File: config.mk
export PLATFORM = sky130hd
export DESIGN_NAME = trig_gate_bbprx
export DESIGN_NICKNAME = d
export VERILOG_FILES = /design/src/rtl/bbprx_pkg.sv /design/src/rtl/decim_accum_bbprx.sv /design/src/rtl/trig_gate_bbprx.sv
export SDC_FILE = /design/constraint.sdc
export NUM_CORES = 1
export LEC_CHECK = 0
export ABC_CLOCK_PERIOD_IN_PS = 5100
export BUFFER_PORTS_ARGS = -buffer_cell sky130_fd_sc_hd__buf_2
export CAP_MARGIN = 25
export CORE_ASPECT_RATIO = 0.6
export CORE_MARGIN = 1
export CORE_UTILIZATION = 47
export DETAILED_ROUTE_END_ITERATION = 10
export MAX_ROUTING_LAYER = met4
export PLACE_DENSITY = 0.77
export SYNTH_ARGS = -nofsm -noshare
export SYNTH_HDL_FRONTEND = slang
export SYNTH_HIERARCHICAL = 1
export SYNTH_SLANG_ARGS = --single-unit
export TNS_END_PERCENT = 10
File: constraint.sdc
create_clock -name master_clk -period 5.1 [get_ports master_clk]
set_clock_uncertainty 0.15 [all_clocks]
set_input_delay 0.255 -clock master_clk [delete_from_list [all_inputs] [get_ports master_clk]]
set_output_delay 0.255 -clock master_clk [all_outputs]
set_load 0.05 [all_outputs]
File: src/rtl/bbprx_pkg.sv
// Shared types and constants for the baseband pulse receiver trigger/capture gate.
package bbprx_pkg;

    // Video sample width and decimated-sum width, fixed by the settings registers.
    localparam int DATA_W = 12;
    localparam int SUM_W  = 16;
    localparam int CFG_W  = 16;

    localparam logic [DATA_W-1:0] VID_MAX = 12'hFFF;
    localparam logic [SUM_W-1:0]  SUM_MAX = 16'hFFFF;

    typedef enum logic [2:0] {
        ST_WAIT_RELAX  = 3'd0,
        ST_WAIT_EXCITE = 3'd1,
        ST_QUALIFY     = 3'd2,
        ST_DELAY       = 3'd3,
        ST_CAPTURE     = 3'd4
    } bbprx_state_t;

endpackage

File: src/rtl/decim_accum_bbprx.sv
// Saturating decimating accumulator: sums `decim` samples into one 16-bit result.
module decim_accum_bbprx
    import bbprx_pkg::*;
(
    input  logic              master_clk,
    input  logic              reset_n,
    input  logic              clr,
    input  logic              add_en,
    input  logic [DATA_W-1:0] din,
    input  logic [CFG_W-1:0]  decim,
    output logic [SUM_W-1:0]  sum,
    output logic              done
);

    logic [SUM_W-1:0] acc_p0;
    logic [CFG_W-1:0] gcnt_p0;
    logic [CFG_W-1:0] gcnt_inc;

    // Adds one video sample to the running sum, clamping at the sum ceiling.
    function automatic logic [SUM_W-1:0] sat_add(input logic [SUM_W-1:0] a,
                                                 input logic [DATA_W-1:0] b);
        logic [SUM_W:0] s;
        s = {1'b0, a} + {{(SUM_W + 1 - DATA_W){1'b0}}, b};
        return s[SUM_W] ? SUM_MAX : s[SUM_W-1:0];
    endfunction

    // Group completes when this sample is the decim-th one; decim of 0 behaves as 1.
    always_comb begin
        gcnt_inc = gcnt_p0 + 16'd1;
        sum      = sat_add(acc_p0, din);
        done     = add_en && (gcnt_inc >= decim);
    end

    // Running sum and group position; a finished group restarts from zero.
    always_ff @(posedge master_clk) begin
        if (!reset_n || clr) begin
            acc_p0  <= '0;
            gcnt_p0 <= '0;
        end else if (add_en) begin
            if (done) begin
                acc_p0  <= '0;
                gcnt_p0 <= '0;
            end else begin
                acc_p0  <= sum;
                gcnt_p0 <= gcnt_inc;
            end
        end
    end

endmodule

File: src/rtl/trig_gate_bbprx.sv
// Radar trigger detector with hysteresis/qualification, programmable delay,
// and a decimated capture window of n_samples outputs per pulse.
module trig_gate_bbprx
    import bbprx_pkg::*;
(
    input  logic              master_clk,
    input  logic              reset_n,
    input  logic              enable_rx,
    input  logic              new_mode,
    input  logic              vid_negate,
    input  logic [DATA_W-1:0] sample_in,
    input  logic              sample_strobe,
    input  logic [DATA_W-1:0] trig_thresh_excite,
    input  logic [DATA_W-1:0] trig_thresh_relax,
    input  logic [CFG_W-1:0]  trig_latency,
    input  logic [CFG_W-1:0]  trig_delay,
    input  logic [CFG_W-1:0]  n_samples,
    input  logic [CFG_W-1:0]  decim_rate,
    output logic              trig_out,
    output logic              capture_active,
    output logic [SUM_W-1:0]  out_data,
    output logic              out_strobe,
    output logic              out_first,
    output logic              missed_trig,
    output logic [CFG_W-1:0]  trig_count
);

    bbprx_state_t state, state_nxt, qual_dst;

    logic [DATA_W-1:0] vid_p0;
    logic              v_hi;
    logic              v_below_relax;
    logic              abort;

    logic [CFG_W-1:0]  qcnt_p0, dcnt_p0, ocnt_p0, trig_cnt_p0;
    logic [CFG_W-1:0]  qcnt_inc, dcnt_inc, ocnt_inc;
    logic              prev_hi_p0;

    // Settings captured at qualification so the pulse in flight is unaffected by changes.
    logic [CFG_W-1:0]  dly_sh, n_sh, dec_sh;

    logic              qualify;
    logic              cap_add;
    logic              cap_done;
    logic              last_grp;
    logic              missed_now;
    logic [SUM_W-1:0]  acc_sum;

    logic              trig_p1, vld_p1, first_p1, cap_p1, miss_p1;
    logic [SUM_W-1:0]  data_p1;

    // ---- stage p0: conditioned video and threshold compares ----
    assign vid_p0        = vid_negate ? (VID_MAX - sample_in) : sample_in;
    assign v_hi          = (vid_p0 >= trig_thresh_excite);
    assign v_below_relax = (vid_p0 < trig_thresh_relax);
    assign abort         = !enable_rx || new_mode;

    assign qcnt_inc = qcnt_p0 + 16'd1;
    assign dcnt_inc = dcnt_p0 + 16'd1;
    assign ocnt_inc = ocnt_p0 + 16'd1;

    // Destination right after qualification, decided from the live settings being latched.
    assign qual_dst = (trig_delay != 16'd0) ? ST_DELAY :
                      (n_samples == 16'd0)  ? ST_WAIT_RELAX : ST_CAPTURE;

    decim_accum_bbprx u_accum (
        .master_clk (master_clk),
        .reset_n    (reset_n),
        .clr        (abort || (state != ST_CAPTURE)),
        .add_en     (cap_add),
        .din        (vid_p0),
        .decim      (dec_sh),
        .sum        (acc_sum),
        .done       (cap_done)
    );

    assign last_grp = cap_done && (ocnt_inc == n_sh);

    // State register.
    always_ff @(posedge master_clk) begin
        if (!reset_n) state <= ST_WAIT_RELAX;
        else          state <= state_nxt;
    end

    // Next-state logic; abort overrides everything, otherwise moves only on strobes.
    always_comb begin
        state_nxt = state;
        if (abort) begin
            state_nxt = ST_WAIT_RELAX;
        end else if (sample_strobe) begin
            case (state)
                ST_WAIT_RELAX:  if (v_below_relax) state_nxt = ST_WAIT_EXCITE;
                ST_WAIT_EXCITE: begin
                    if (qualify)   state_nxt = qual_dst;
                    else if (v_hi) state_nxt = ST_QUALIFY;
                end
                ST_QUALIFY: begin
                    if (qualify)    state_nxt = qual_dst;
                    else if (!v_hi) state_nxt = ST_WAIT_EXCITE;
                end
                ST_DELAY: begin
                    if (dcnt_inc == dly_sh)
                        state_nxt = (n_sh == 16'd0) ? ST_WAIT_RELAX : ST_CAPTURE;
                end
                ST_CAPTURE:     if (last_grp) state_nxt = ST_WAIT_RELAX;
                default:        state_nxt = ST_WAIT_RELAX;
            endcase
        end
    end

    // Per-sample events: qualification, capture accumulate, missed-trigger edge.
    always_comb begin
        qualify    = 1'b0;
        cap_add    = 1'b0;
        missed_now = 1'b0;
        if (!abort && sample_strobe) begin
            case (state)
                ST_WAIT_EXCITE: qualify = v_hi && (trig_latency == 16'd0);
                ST_QUALIFY:     qualify = v_hi && (qcnt_p0 >= trig_latency);
                ST_CAPTURE:     cap_add = 1'b1;
                default:        ;
            endcase
            missed_now = v_hi && !prev_hi_p0 &&
                         ((state == ST_DELAY) || (state == ST_CAPTURE));
        end
    end

    // Qualify/delay/output counters and the trigger tally; tally survives aborts.
    always_ff @(posedge master_clk) begin
        if (!reset_n) begin
            qcnt_p0     <= '0;
            dcnt_p0     <= '0;
            ocnt_p0     <= '0;
            trig_cnt_p0 <= '0;
            prev_hi_p0  <= 1'b0;
        end else begin
            if (sample_strobe) prev_hi_p0 <= v_hi;
            if (abort) begin
                qcnt_p0 <= '0;
                dcnt_p0 <= '0;
                ocnt_p0 <= '0;
            end else if (qualify) begin
                trig_cnt_p0 <= trig_cnt_p0 + 16'd1;
                qcnt_p0     <= '0;
                dcnt_p0     <= '0;
                ocnt_p0     <= '0;
            end else if (sample_strobe) begin
                case (state)
                    ST_WAIT_EXCITE: if (v_hi) qcnt_p0 <= 16'd1;
                    ST_QUALIFY:     qcnt_p0 <= v_hi ? qcnt_inc : 16'd0;
                    ST_DELAY:       dcnt_p0 <= dcnt_inc;
                    ST_CAPTURE:     if (cap_done) ocnt_p0 <= ocnt_inc;
                    default:        ;
                endcase
            end
        end
    end

    // Shadow copies of the per-pulse settings, taken on qualification.
    always_ff @(posedge master_clk) begin
        if (qualify) begin
            dly_sh <= trig_delay;
            n_sh   <= n_samples;
            dec_sh <= decim_rate;
        end
    end

    // ---- stage p1: registered outputs ----
    // Output registers; abort and reset both force every output low.
    always_ff @(posedge master_clk) begin
        if (!reset_n || abort) begin
            trig_p1  <= 1'b0;
            vld_p1   <= 1'b0;
            first_p1 <= 1'b0;
            cap_p1   <= 1'b0;
            miss_p1  <= 1'b0;
            data_p1  <= '0;
        end else begin
            trig_p1  <= qualify;
            vld_p1   <= cap_done;
            first_p1 <= cap_done && (ocnt_p0 == 16'd0);
            cap_p1   <= (state_nxt == ST_CAPTURE);
            miss_p1  <= missed_now;
            data_p1  <= cap_done ? acc_sum : '0;
        end
    end

    assign trig_out       = trig_p1;
    assign out_strobe     = vld_p1;
    assign out_first      = first_p1;
    assign out_data       = data_p1;
    assign capture_active = cap_p1;
    assign missed_trig    = miss_p1;
    assign trig_count     = trig_cnt_p0;

endmodule

==> results of run 1 <==
-- worst min-delay path by stage --
| stage | from | to | slack [ns] | cells past startpoint |
|---|---|---|---|---|
| after floorplan | decim_rate[0] | dec_sh[0]$_DFFE_PP_ | 0.20 | 0 |
| after global placement | decim_rate[7] | dec_sh[7]$_DFFE_PP_ | 0.28 | 1 |
| after detailed placement | decim_rate[10] | dec_sh[10]$_DFFE_PP_ | 0.28 | 1 |
| after CTS | sample_strobe | prev_hi_p0$_SDFFE_PN0P_ | 0.03 | 2 |
| after global routing | sample_strobe | prev_hi_p0$_SDFFE_PN0P_ | 0.03 | 2 |
| final | sample_strobe | prev_hi_p0$_SDFFE_PN0P_ | 0.06 | 2 |
-- area by class of cell --
class / instances / area (sq um)
timing repair buffer: 200 / 1270
multi-input combinational: 834 / 5620
fill: 1766 / 8510
clock buffer: 20 / 479
sequential: 169 / 3860
antenna: 1 / 2.50
inverter: 77 / 289
tap: 273 / 342
clock inverter: 12 / 103
-- cell usage in the layout (no fill, tap or decap), types with 48 or more instances in the layout --
cell | Yosys | routed
dfxtp_1 | 121 | 121
a21oi_1 | 52 | 52
nand3_1 | 50 | 50
dlygate4sd3_1 | 0 | 49
nor2_1 | 111 | 111
edfxtp_1 | 48 | 48
xor2_1 | 54 | 54
xnor2_1 | 70 | 70
nand2_1 | 80 | 80
ha_1 | 73 | 73
inv_1 | 75 | 74
buf_2 | 9 | 142
-- logic make-up after synthesis --
kind of cell,count (synthesis)
adder cells (fa/ha/maj),75
multiplexers,4
AO/OA/AOI/OAI,197
buffers and inverters,119
XOR/XNOR,124
flip-flops,169
AND/OR/NAND/NOR,434
-- power breakdown --
group          internal [W]  total [W]  switching, W
Clock              0.000698    0.00128      0.000586
Sequential          0.00138    0.00138    0.00000163
Combinational      0.000116   0.000252      0.000136
Total               0.00219    0.00292      0.000724
-- routing by layer --
layer / GRT usage, % / share of wire, % / up-vias
met5: - / 0 / -
met4: 7.89 / 1.9 / 0
met3: 5.86 / 8.2 / 40
met2: 34.8 / 40 / 400
met1: 36.9 / 50 / 4148
li1: - / - / 4345
-- per-stage QoR --
stage	total power [W]	setup WS (ns)	util, %
detailed placement	0.00163	0.650	53.2
CTS	0.00293	0.574	58.4
floorplan	0.00154	1.03	-
global placement	0.00162	0.787	53.2
global route	0.00303	0.117	58.4
finish	0.00292	0.464	58.4
-- repair_timing --
action | 4_1_cts | 5_1_grt
setup buffers | 0 | 0
endpoints found under the setup margin | 0 | 0
hold endpoints to repair | 49 | 0
hold buffers | 49 | 0
-- worst reg2reg max path, stage by stage (launching register included) --
cell and delay [ns]:
dfxtp_1 0.43, nand4_1 0.21, nor3_1 0.53, nand3_1 0.24, xnor2_1 0.19, ha_1 0.31
nand4_1 0.19, o32ai_1 0.48, a2111oi_4 0.15, nor2_1 0.29, nand3_1 0.11, or4_1 0.42
nor4_1 0.18, a31oi_1 0.14, o31a_1 0.35, and3b_1 0.17
==> results.md, run 1 <==
* Setup crit end kind: flip-flop
* Post-DR wirelength/cell at between 15 and 20 um
* Worst EP arrival at around 4.8 ns
* Post-synthesis cell area at approximately 10000 sq um
* Initial antenna violation count at 1
* Routed wire length at about 27000 um
* Worst Path Required at approximately 5.3 ns
* Vias in the first global route at 8223
* GRT Overall Usage at between 20% and 30%
* Number of H-tree levels at 4
* # rows at 40
* Total number of vias at about 8900
* Slew Limit Fails at 0
* R2R depth at 15
* Syn. warnings at 6
* Worst hold path type: primary input to flip-flop
* Share of layout cells above drive strength 1 at between 10% and 20%
* Deepest clock path buffer count at 2
* Post-synth EDFFs at 48
* Synth area leader: dfxtp_1
* P&R area growth vs syn at 19.4%
* Die Span Y at 115 um
* Total CTS buffers at 17
* TritonCTS Sinks at 169
* Syn Nets at roughly 1300
* Slowest cell on the critical path: nor3_1
* Reg-to-reg startpoint: u_accum/gcnt_p0[3]$_SDFFE_PP0P_
* PwrDens at ~240 nW/um^2
* Cell variety after synth at 77
* GRT Residual Overflow at 0
* Core area at between 20000 and 25000 sq um
* HPWL after DPL at 19500 um
* Dominant cells by area after synthesis: dfxtp_1 24%, edfxtp_1 14%, ha_1 9.1%, xnor2_1 6.1%, xor2_1 4.7%
* CP Capture Point: capture_active$_SDFF_PP0_
* Crit path depth at 15
* Worst-path clk slew at about 0.070 ns
* DRT antenna net count at 0
* Ports at about 140
* Largest net degree at the start of global routing at 22
* Max IR drop VDD at around 0.00022 V
* Post-synthesis simple-gate area fraction at 22.0%
* WHS at approximately 0.058 ns
* Most numerous cell in the Yosys netlist: dfxtp_1
* Synth Area per Inst at between 8 and 9 sq um
* Layout Cells excl Fill at 1586
* Setup Crit Path Kind: flip-flop to flip-flop
* Synth Area in XOR/XNOR at a little over a tenth
* Post-synth top flop: dfxtp_1
* DR pass1 iterations at 6
* Cell family with most CP delay: simple AND/OR/NAND/NOR gates
* CP Max Fanout at 9
* Die area at approximately 22000 sq um
* Worst Setup SP: u_accum/gcnt_p0[3]$_SDFFE_PP0P_
* Tmin final at approximately 4.6 ns
* Root Buffer: clkbuf_16
* Fmax achieved at between 200 and 250 MHz
* Sequential-to-total area share from yosys stat at just under 40%
* Share of the synthesized area in the top cell type at between 20 and 25%
* Max incr delay on CP at 0.53 ns
* Reg2Reg Setup Slack at roughly 0.46 ns
* WP buf/inv at 0
* Leakage at 4.93 nW
* Final GP Congestion at ~0.94
* Synth Register Bits at approximately 170
* RSZ-0062 raised after global routing: false
* Initial Util at 49.0%
* PostCTS Resize Cnt at 0
* Synth cell count leaders: 121 x dfxtp_1, 111 x nor2_1, 80 x nand2_1
* Initial drt markers at about 910
* Max_cap viols at 0
* Mux cell area share after synthesis at less than 1%
* First-pass GRT wire length at approximately 42000 um
* Rel. slew slack at a little under half
* CTS tree: done
* Final hold violation count at 0
* Total Negative Setup Slacks at 0 ns
* DR DRC count at 0
* Combinational family with the most area after synthesis: simple AND/OR/NAND/NOR gates
* Fin crit share at ~91%
* CP startpoint kind: flip-flop
* Reg2reg end: capture_active$_SDFF_PP0_
* Post-Synth Adder-Cell Area at under 10%
* Final non-filler cell area at 12000 sq um
* Worst Max-Slew Pin Slew at roughly 0.8 ns
* Final setup viols at 0
* Syn Inst Count at between 1000 and 1500
* Via/cell ratio at 5.63
* Final #Nets at between 1000 and 1500
* CP Cell Sequence: nand4_1 -> nor3_1 -> nand3_1 -> xnor2_1 -> ha_1 -> nand4_1 -> o32ai_1 -> a2111oi_4 -> nor2_1 -> nand3_1 -> or4_1 -> nor4_1 -> a31oi_1 -> o31a_1 -> and3b_1
* Port Buffers at about 140
* Clock latency at the later pin of the worst-skew pair at approximately 0.43 ns
* Outcome: finished, final reports clean
* Placed Area at around 11000 sq um
* Asr flop ratio synth at 0%
* Compound-Gate Fraction of Synth Area at a little over an eighth
* Dpl cells at roughly 1500
* Die width at approximately 190 um
(Power assumes the default switching activity.)
==> run 2: changes to the inputs <==
Settings changed: CORE_UTILIZATION 47 to 40, PLACE_DENSITY 0.77 to 0.7.
==> results.md, run 2 (same netlist as run 1, synthesis figures left out) <==
* Final #Nets at 1481 (was 1479)
* Worst-path clk slew at 0.07 ns (about the same)
* Worst EP arrival at 4.66 ns (was 4.81 ns)
* CP Max Fanout at 18 (was 9)
* Setup Crit Path Kind: flip-flop to flip-flop (unchanged)
* Slew Limit Fails at 0 (unchanged)
* Worst hold path type: primary input to flip-flop (unchanged)
* GRT Overall Usage at 21.4% (was 25.6%)
* Fill cells at 2278 (was 1766)
* Combinational cell fraction of total power at 8.7% (was 8.6%)
* Final hold violation count at 0 (unchanged)
* ANT cells at 0 (was 1)
* CP Cell Sequence: nand4_1 -> nor3_2 -> nand3_1 -> xnor2_1 -> ha_1 -> nand4_1 -> o32ai_1 -> a2111oi_4 -> buf_4 -> nor2_1 -> nand3_1 -> or4_1 -> nor4_1 -> a31oi_1 -> o31a_1 -> and3b_1 (was nand4_1 -> nor3_1 -> nand3_1 -> xnor2_1 -> ha_1 -> nand4_1 -> o32ai_1 -> a2111oi_4 -> nor2_1 -> nand3_1 -> or4_1 -> nor4_1 -> a31oi_1 -> o31a_1 -> and3b_1)
* Setup crit end kind: flip-flop (unchanged)
* Post-DR wirelength/cell at 16.0 um (was 16.9 um)
* Origin of the worst min-delay path: sample_strobe (unchanged)
* Core area at 24400 sq um (was 20500 sq um)
* HPWL after DPL at 19900 um (was 19500 um)
* Max_cap viols at 0 (unchanged)
* Final setup viols at 0 (unchanged)
* Die width at 206 um (was 191 um)
* # rows at 44 (was 40)
* Commonest non-fill, non-tap cells in the layout: 142 x buf_2, 121 x dfxtp_1, 110 x nor2_1 (was 142 x buf_2, 121 x dfxtp_1, 111 x nor2_1)
* Final GP Congestion at 0.948 (was 0.937)
* Cell family with most CP delay: simple AND/OR/NAND/NOR gates (unchanged)
* Buffers inserted by post-CTS timing repair at 0 (unchanged)
* WP buf/inv at 1 (was 0)
* Reg2reg end: capture_active$_SDFF_PP0_ (unchanged)
* Max incr delay on CP at 0.43 ns (was 0.53 ns)
* Max IR drop VDD at 0.000242 V (was 0.000219 V)
* Slowest cell on the critical path: dfxtp_1 (was nor3_1)
* DR DRC count at 20 (was 0)
* R2R depth at 16 (was 15)
* Rel. slew slack at 51.5% (was 45.9%)
* Initial antenna violation count at 0 (was 1)
* Die Span Y at 125 um (was 115 um)
* GRT Residual Overflow at 0 (unchanged)
* Ports at 143 (unchanged)
* Failing checks: DRC
* PwrDens at 242 nW/um^2 (was 244 nW/um^2)
* Reg-to-reg startpoint: u_accum/gcnt_p0[3]$_SDFFE_PP0P_ (unchanged)
* Number of H-tree levels at 4 (unchanged)
* Worst Setup SP: u_accum/gcnt_p0[3]$_SDFFE_PP0P_ (unchanged)
* CP startpoint kind: flip-flop (unchanged)
* Initial Util at 41.1% (was 49.0%)
* Routed wire length at 26200 um (was 26800 um)
* Outcome: finished, violations left (was finished, final reports clean)
* P&R area growth vs syn at 20.2% (was 19.4%)
* Clock latency at the later pin of the worst-skew pair at 0.44 ns (was 0.43 ns)
* Reg2Reg Setup Slack at 0.63 ns (was 0.46 ns)
* Power Internal at 0.00215 W (was 0.00219 W)
* Port Buffers at 142 (unchanged)
* Via/cell ratio at 5.36 (was 5.63)
* Clock Power Share at 44.0% (about the same)
* Root Buffer: clkbuf_16 (unchanged)
* Total CTS buffers at 17 (unchanged)
* Worst Path Required at 5.28 ns (about the same)
* Tmin final at 4.47 ns (was 4.64 ns)
* Commonest non-fill, non-tap cell in the layout: buf_2 (unchanged)
* Hold Crit Depth at 2 (unchanged)
* Fmax achieved at 224 MHz (was 216 MHz)
* DR pass1 iterations at 11 (was 6)
* RSZ-0062 raised after global routing: false (unchanged)
* Fin crit share at 87.7% (was 90.9%)
* Largest net degree at the start of global routing at 24 (was 22)
* Flop pwr share at 47.3% (about the same)
* Sw Share at 26.4% (was 24.8%)
* Deepest clock path buffer count at 2 (unchanged)
* Leakage at 4.93 nW (about the same)
* Initial drt markers at 829 (was 906)
* Hold EP: prev_hi_p0$_SDFFE_PN0P_ (unchanged)
* Placed Area at 11000 sq um (was 10900 sq um)
* Share of layout cells above drive strength 1 at 16.0% (was 15.5%)
* Switching power at 0.000771 W (was 0.000724 W)
* TritonCTS Sinks at 169 (unchanged)
* DRT antenna net count at 0 (unchanged)
* Total number of vias at 8764 (was 8933)
* First-pass GRT wire length at 42100 um (was 42300 um)
* Die area at 25700 sq um (was 21900 sq um)
* Vias in the first global route at 8138 (was 8223)
* Total Negative Setup Slacks at 0 ns (unchanged)
* CTS tree: done (unchanged)
* Worst Max-Slew Pin Slew at 0.725 ns (was 0.811 ns)
* Final non-filler cell area at 12000 sq um (about the same)
==> run 2: worst max path at each step <==
stage	slack, ns	cells after the start	endpoint
6_report	0.63	16	capture_active$_SDFF_PP0_
3_5_place_dp	0.49	16	capture_active$_SDFF_PP0_
5_1_grt	0.19	16	capture_active$_SDFF_PP0_
3_3_place_gp	0.68	16	capture_active$_SDFF_PP0_
2_1_floorplan	1.03	16	capture_active$_SDFF_PP0_
4_1_cts	0.45	16	capture_active$_SDFF_PP0_
==> run 2: layout make-up <==
class	count	area [sq um]	area share (%)
Clock buffer	17	425	3.53
Timing Repair Buffer	202	1290	10.7
Inverter	77	289	2.40
Sequential cell	169	3860	32.1
Multi-Input combinational cell	834	5620	46.7
Clock inverter	15	151	1.26
Tap cell	322	403	3.34
==> run 2: worst reg2reg max path, delay by kind of cell, from the launching register on <==
kind	cells	cell delay [ns]
AOI/OAI and AO/OA	4	0.95
buffers and inverters	1	0.22
xor gates and xnor gates	1	0.17
and+or+nand+nor	9	2.14
adders and majority gates	1	0.30
DFF	1	0.43
==> run 2: power by group through the flow <==
| stage | sequential (W) | clock [W] | combinational, W |
|---|---|---|---|
| 6_report | 0.00138 | 0.00129 | 0.000254 |
| 5_1_grt | 0.00138 | 0.00138 | 0.000284 |
| 4_1_cts | 0.00138 | 0.00132 | 0.000251 |
| 3_5_place_dp | 0.00141 | 0 | 0.000221 |
| 3_3_place_gp | 0.00141 | 0 | 0.000217 |
| 2_1_floorplan | 0.00141 | 0 | 0.000128 |
==> run 2: metrics by stage <==
stage | total power (W) | setup slack (ns) | instances | hold slack [ns] | utilization (%)
floorplan | 0.00154 | 1.03 | 1122 | 0.204 | -
global placement | 0.00163 | 0.679 | 1554 | 0.283 | 44.9
detailed placement | 0.00163 | 0.487 | 1554 | 0.283 | 44.9
CTS | 0.00295 | 0.452 | 1635 | 0.0249 | 49.3
global route | 0.00304 | 0.189 | 1636 | 0.0515 | 49.4
finish | 0.00292 | 0.626 | 1636 | 0.0628 | 49.4
==> run 2: what timing repair did <==
action,4_1_cts,5_1_grt
endpoints found under the setup margin,0,1
endpoints found under the hold margin,50,0
resized for setup,0,1
hold buffers,49,0
==> run 2: per-layer routing <==
| layer | vias up | global-route usage (%) | routed length [um] |
|---|---|---|---|
| li1 | 4367 | - | - |
| met1 | 4064 | 32.4 | 13500 |
| met2 | 313 | 29.0 | 10600 |
| met3 | 20 | 3.82 | 1880 |
| met4 | 0 | 5.19 | 287 |
| met5 | - | - | 0 |
==> run 3: changes to the inputs <==
Settings changed: ABC_AREA set to 1.
==> results.md, run 3 <==
* Commonest non-fill, non-tap cells in the layout: 416 x nand2_1, 247 x inv_1, 142 x nor2_1, 142 x buf_2, 123 x nand3_1 (was 142 x buf_2, 121 x dfxtp_1, 110 x nor2_1)
* Initial drt markers at 778 (was 829)
* Synth Area in XOR/XNOR at 3.78% (was 10.8%)
* Share of layout cells above drive strength 1 at 13.6% (was 16.0%)
* Hold Crit Depth at 3 (was 2)
* Fill cells at 2648 (was 2278)
* CP Max Fanout at 17 (was 18)
* Post-synthesis cell area at 10900 sq um (was 10000 sq um)
* P&R area growth vs syn at 19.5% (was 20.2%)
* HPWL after DPL at 22100 um (was 19900 um)
* Worst Max-Slew Pin Slew at 0.827 ns (was 0.725 ns)
* Multi-input logic area at 5920 sq um (was 5620 sq um)
* Dominant cells by area after synthesis: dfxtp_1 22%, nand2_1 14%, edfxtp_1 13%, inv_1 8.5%, ha_1 8.4% (was dfxtp_1 24%, edfxtp_1 14%, ha_1 9.1%, xnor2_1 6.1%, xor2_1 4.7%)
* Final setup viols at 0 (unchanged)
* Synth Register Bits at 169 (unchanged)
* Setup crit end kind: flip-flop (unchanged)
* RSZ-0062 raised after global routing: false (unchanged)
* CP startpoint kind: flip-flop (unchanged)
* # hold bufs at CTS at 48 (was 49)
* Buffers inserted by post-CTS timing repair at 0 (unchanged)
* Reg2reg end: ocnt_p0[3]$_SDFFE_PP0P_ (was capture_active$_SDFF_PP0_)
* Number of H-tree levels at 4 (unchanged)
* Fin crit share at 70.9% (was 87.7%)
* Hold EP: trig_count[6]$_SDFFE_PN0P_ (was prev_hi_p0$_SDFFE_PN0P_)
* Synth area leader: dfxtp_1 (unchanged)
* Commonest non-fill, non-tap cell in the layout: nand2_1 (was buf_2)
* GR peak layer: met1 (unchanged)
* Die Span Y at 130 um (was 125 um)
* Worst EP arrival at 3.81 ns (was 4.66 ns)
* Largest net degree at the start of global routing at 57 (was 24)
* Setup Crit Path Kind: flip-flop to flip-flop (unchanged)
* Post-DR wirelength/cell at 13.7 um (was 16.0 um)
* Port Buffers at 142 (unchanged)
* Met1 GRT Util at 30.8% (was 32.4%)
* Final #Nets at 1922 (was 1481)
* Final GP Congestion at 0.962 (was 0.948)
* CTS tree: done (unchanged)
* DR pass1 iterations at 5 (was 11)
* Synth cell count leaders: 416 x nand2_1, 247 x inv_1, 142 x nor2_1 (was 121 x dfxtp_1, 111 x nor2_1, 80 x nand2_1)
* Reg2Reg Setup Slack at 1.48 ns (was 0.63 ns)
* Max incr delay on CP at 0.41 ns (was 0.43 ns)
* Origin of the worst min-delay path: reset_n (was sample_strobe)
* GRT Overall Usage at 21.7% (was 21.4%)
* Die area at 27900 sq um (was 25700 sq um)
* DR DRC count at 0 (was 20)
* Post-synthesis simple-gate area fraction at 33.1% (was 22.0%)
* Compound-Gate Fraction of Synth Area at 8.88% (was 13.3%)
* Deepest clock path buffer count at 2 (unchanged)
* Sequential-to-total area share from yosys stat at 35.5% (was 38.6%)
* CP Cell Sequence: ha_1 -> nand2_1 -> nor3_1 -> nand3_1 -> xor2_1 -> inv_1 -> ha_1 -> nand2_1 -> o21bai_1 -> a21oi_1 -> nor2_1 -> a21oi_1 -> inv_1 -> nor3_2 -> buf_4 -> clkinv_1 -> buf_4 -> nor2_1 -> a21oi_1 -> nor2_1 (was nand4_1 -> nor3_2 -> nand3_1 -> xnor2_1 -> ha_1 -> nand4_1 -> o32ai_1 -> a2111oi_4 -> buf_4 -> nor2_1 -> nand3_1 -> or4_1 -> nor4_1 -> a31oi_1 -> o31a_1 -> and3b_1)
* Final hold violation count at 0 (unchanged)
* Total Negative Setup Slacks at 0 ns (unchanged)
* Final design utilization at 49.0% (was 49.4%)
* Outcome: finished, final reports clean (was finished, violations left)
* Asr flop ratio synth at 0% (unchanged)
* DRT antenna net count at 0 (unchanged)
* TritonCTS Sinks at 169 (unchanged)
* Syn. warnings at 6 (unchanged)
* Post-synth EDFFs at 48 (unchanged)
* Rel. slew slack at 44.8% (was 51.5%)
* Core area at 26600 sq um (was 24400 sq um)
* Clock latency at the later pin of the worst-skew pair at 0.43 ns (was 0.44 ns)
* Total number of vias at 10500 (was 8764)
* Initial antenna violation count at 2 (was 0)
* GR Util met3 at 3.73% (was 3.82%)
* Mux cell area share after synthesis at 0% (was 0.412%)
* Max IR drop VDD at 0.000241 V (was 0.000242 V)
* Root Buffer: clkbuf_16 (unchanged)
* Met2 usage at 30.8% (was 29.0%)
* WHS at 0.0502 ns (was 0.0628 ns)
* Routed wire length at 29000 um (was 26200 um)
* PostCTS Resize Cnt at 0 (unchanged)
* Post-synth top flop: dfxtp_1 (unchanged)
* R2R depth at 20 (was 16)
* First-pass GRT wire length at 47100 um (was 42100 um)
* Worst hold path type: primary input to flip-flop (unchanged)
* Vias in the first global route at 9471 (was 8138)
* Initial Util at 41.0% (was 41.1%)
* Combinational family with the most area after synthesis: simple AND/OR/NAND/NOR gates (unchanged)
* Layout Cells excl Fill at 2117 (was 1636)
* Slowest cell on the critical path: dfxtp_1 (unchanged)
* Tmin final at 3.62 ns (was 4.47 ns)
* Max_cap viols at 0 (unchanged)
* Synth Area per Inst at 7.03 sq um (was 8.93 sq um)
* Total CTS buffers at 17 (unchanged)
* Slew Limit Fails at 0 (unchanged)
* FF/Latch Area at 3860 sq um (unchanged)
* Syn Inst Count at 1549 (was 1122)
* Syn Nets at 1729 (was 1302)
* # rows at 46 (was 44)
* Cell variety after synth at 54 (was 77)
* Worst-path clk slew at 0.07 ns (about the same)
* PwrDens at 220 nW/um^2 (was 242 nW/um^2)
* Post-Synth Adder-Cell Area at 8.57% (was 9.41%)
* Die width at 215 um (was 206 um)
* Share of the synthesized area in the top cell type at 22.2% (was 24.2%)
* Most numerous cell in the Yosys netlist: nand2_1 (was dfxtp_1)
* Dpl cells at 2035 (was 1554)
* Fmax achieved at 276 MHz (was 224 MHz)
* Via/cell ratio at 4.97 (was 5.36)
* GRT Residual Overflow at 0 (unchanged)
* Leakage at 5.90 nW (was 4.93 nW)
* Worst Path Required at 5.29 ns (was 5.28 ns)
* Reg-to-reg startpoint: u_accum/gcnt_p0[0]$_SDFFE_PP0P_ (was u_accum/gcnt_p0[3]$_SDFFE_PP0P_)
* Ports at 143 (unchanged)
==> run 3: cell types whose count changed after synthesis, moves of 20 or more <==
cell and delta:
nand2_1 +336, inv_1 +172, nand3_1 +73, a21oi_1 +66, xnor2_1 -64, nor2_1 +31, and3_1 -24, and2_1 -22
xor2_1 -20
==> run 3: layout make-up <==
type,instances,share of cell area [%]
diodes,2,0.0384
inverters,260,7.49
repair buffers,197,9.71
multi-input cells,1097,45.5
flip-flops and latches,169,29.7
clock inverters,12,0.788
clock buffers,20,3.35
well taps,360,3.46
==> run 3: power breakdown <==
group | switching, W | internal, W | leakage [nW] | total, W
clock | 0.000546 | 0.000670 | 0.259 | 0.00122
combinational | 0.000152 | 0.000118 | 4.23 | 0.000270
sequential | 0.00000119 | 0.00138 | 1.41 | 0.00138
total | 0.000699 | 0.00217 | 5.90 | 0.00287
==> run 3: metrics by stage <==
| stage | power (W) | worst slack (ns) | instance area [sq um] |
|---|---|---|---|
| finish | 0.00287 | 1.48 | 13000 |
| global route | 0.00298 | 1.12 | 13000 |
| CTS | 0.00289 | 1.52 | 13000 |
| detailed placement | 0.00165 | 1.53 | 12000 |
| global placement | 0.00164 | 1.65 | 12000 |
| floorplan | 0.00156 | 1.57 | 10900 |
==> run 3: worst max-delay path: cells and delay by family, from the launching register on <==
family                   cells  cell delay, ns
AND/OR/NAND/NOR              8            1.02
XOR/XNOR                     1            0.16
buffers and inverters        5            0.75
adder cells (fa/ha/maj)      2            0.48
flip-flops                   1            0.41
AO/OA/AOI/OAI                4            0.55
==> run 3: layer usage <==
layer  wire length [um]  vias up
li1                   -     5379
met1              14800     4728
met2              11600      385
met3               2040       40
met4                541        0
met5                  0        -
==> run 3: worst max path at each step <==
stage	cells after the start	endpoint	start	slack (ns)
2_1_floorplan	15	trig_count[10]$_SDFFE_PN0P_	vid_negate	1.57
3_3_place_gp	19	ocnt_p0[2]$_SDFFE_PP0P_	u_accum/gcnt_p0[0]$_SDFFE_PP0P_	1.65
3_5_place_dp	13	qcnt_p0[0]$_SDFFE_PP0P_	vid_negate	1.53
4_1_cts	19	ocnt_p0[3]$_SDFFE_PP0P_	u_accum/gcnt_p0[0]$_SDFFE_PP0P_	1.52
5_1_grt	16	out_data[13]$_SDFF_PP0_	u_accum/gcnt_p0[0]$_SDFFE_PP0P_	1.12
6_report	20	ocnt_p0[3]$_SDFFE_PP0P_	u_accum/gcnt_p0[0]$_SDFFE_PP0P_	1.48
==> run 3: cells by family (layout without fill, tap and decap cells) <==
kind of cell | count (synthesis) | count (layout)
AND/OR/NAND/NOR | 807 | 807
buffers and inverters | 283 | 489
other | 0 | 2
adder cells (fa/ha/maj) | 74 | 74
AO/OA/AOI/OAI | 173 | 173
XOR/XNOR | 43 | 43
flip-flops | 169 | 169
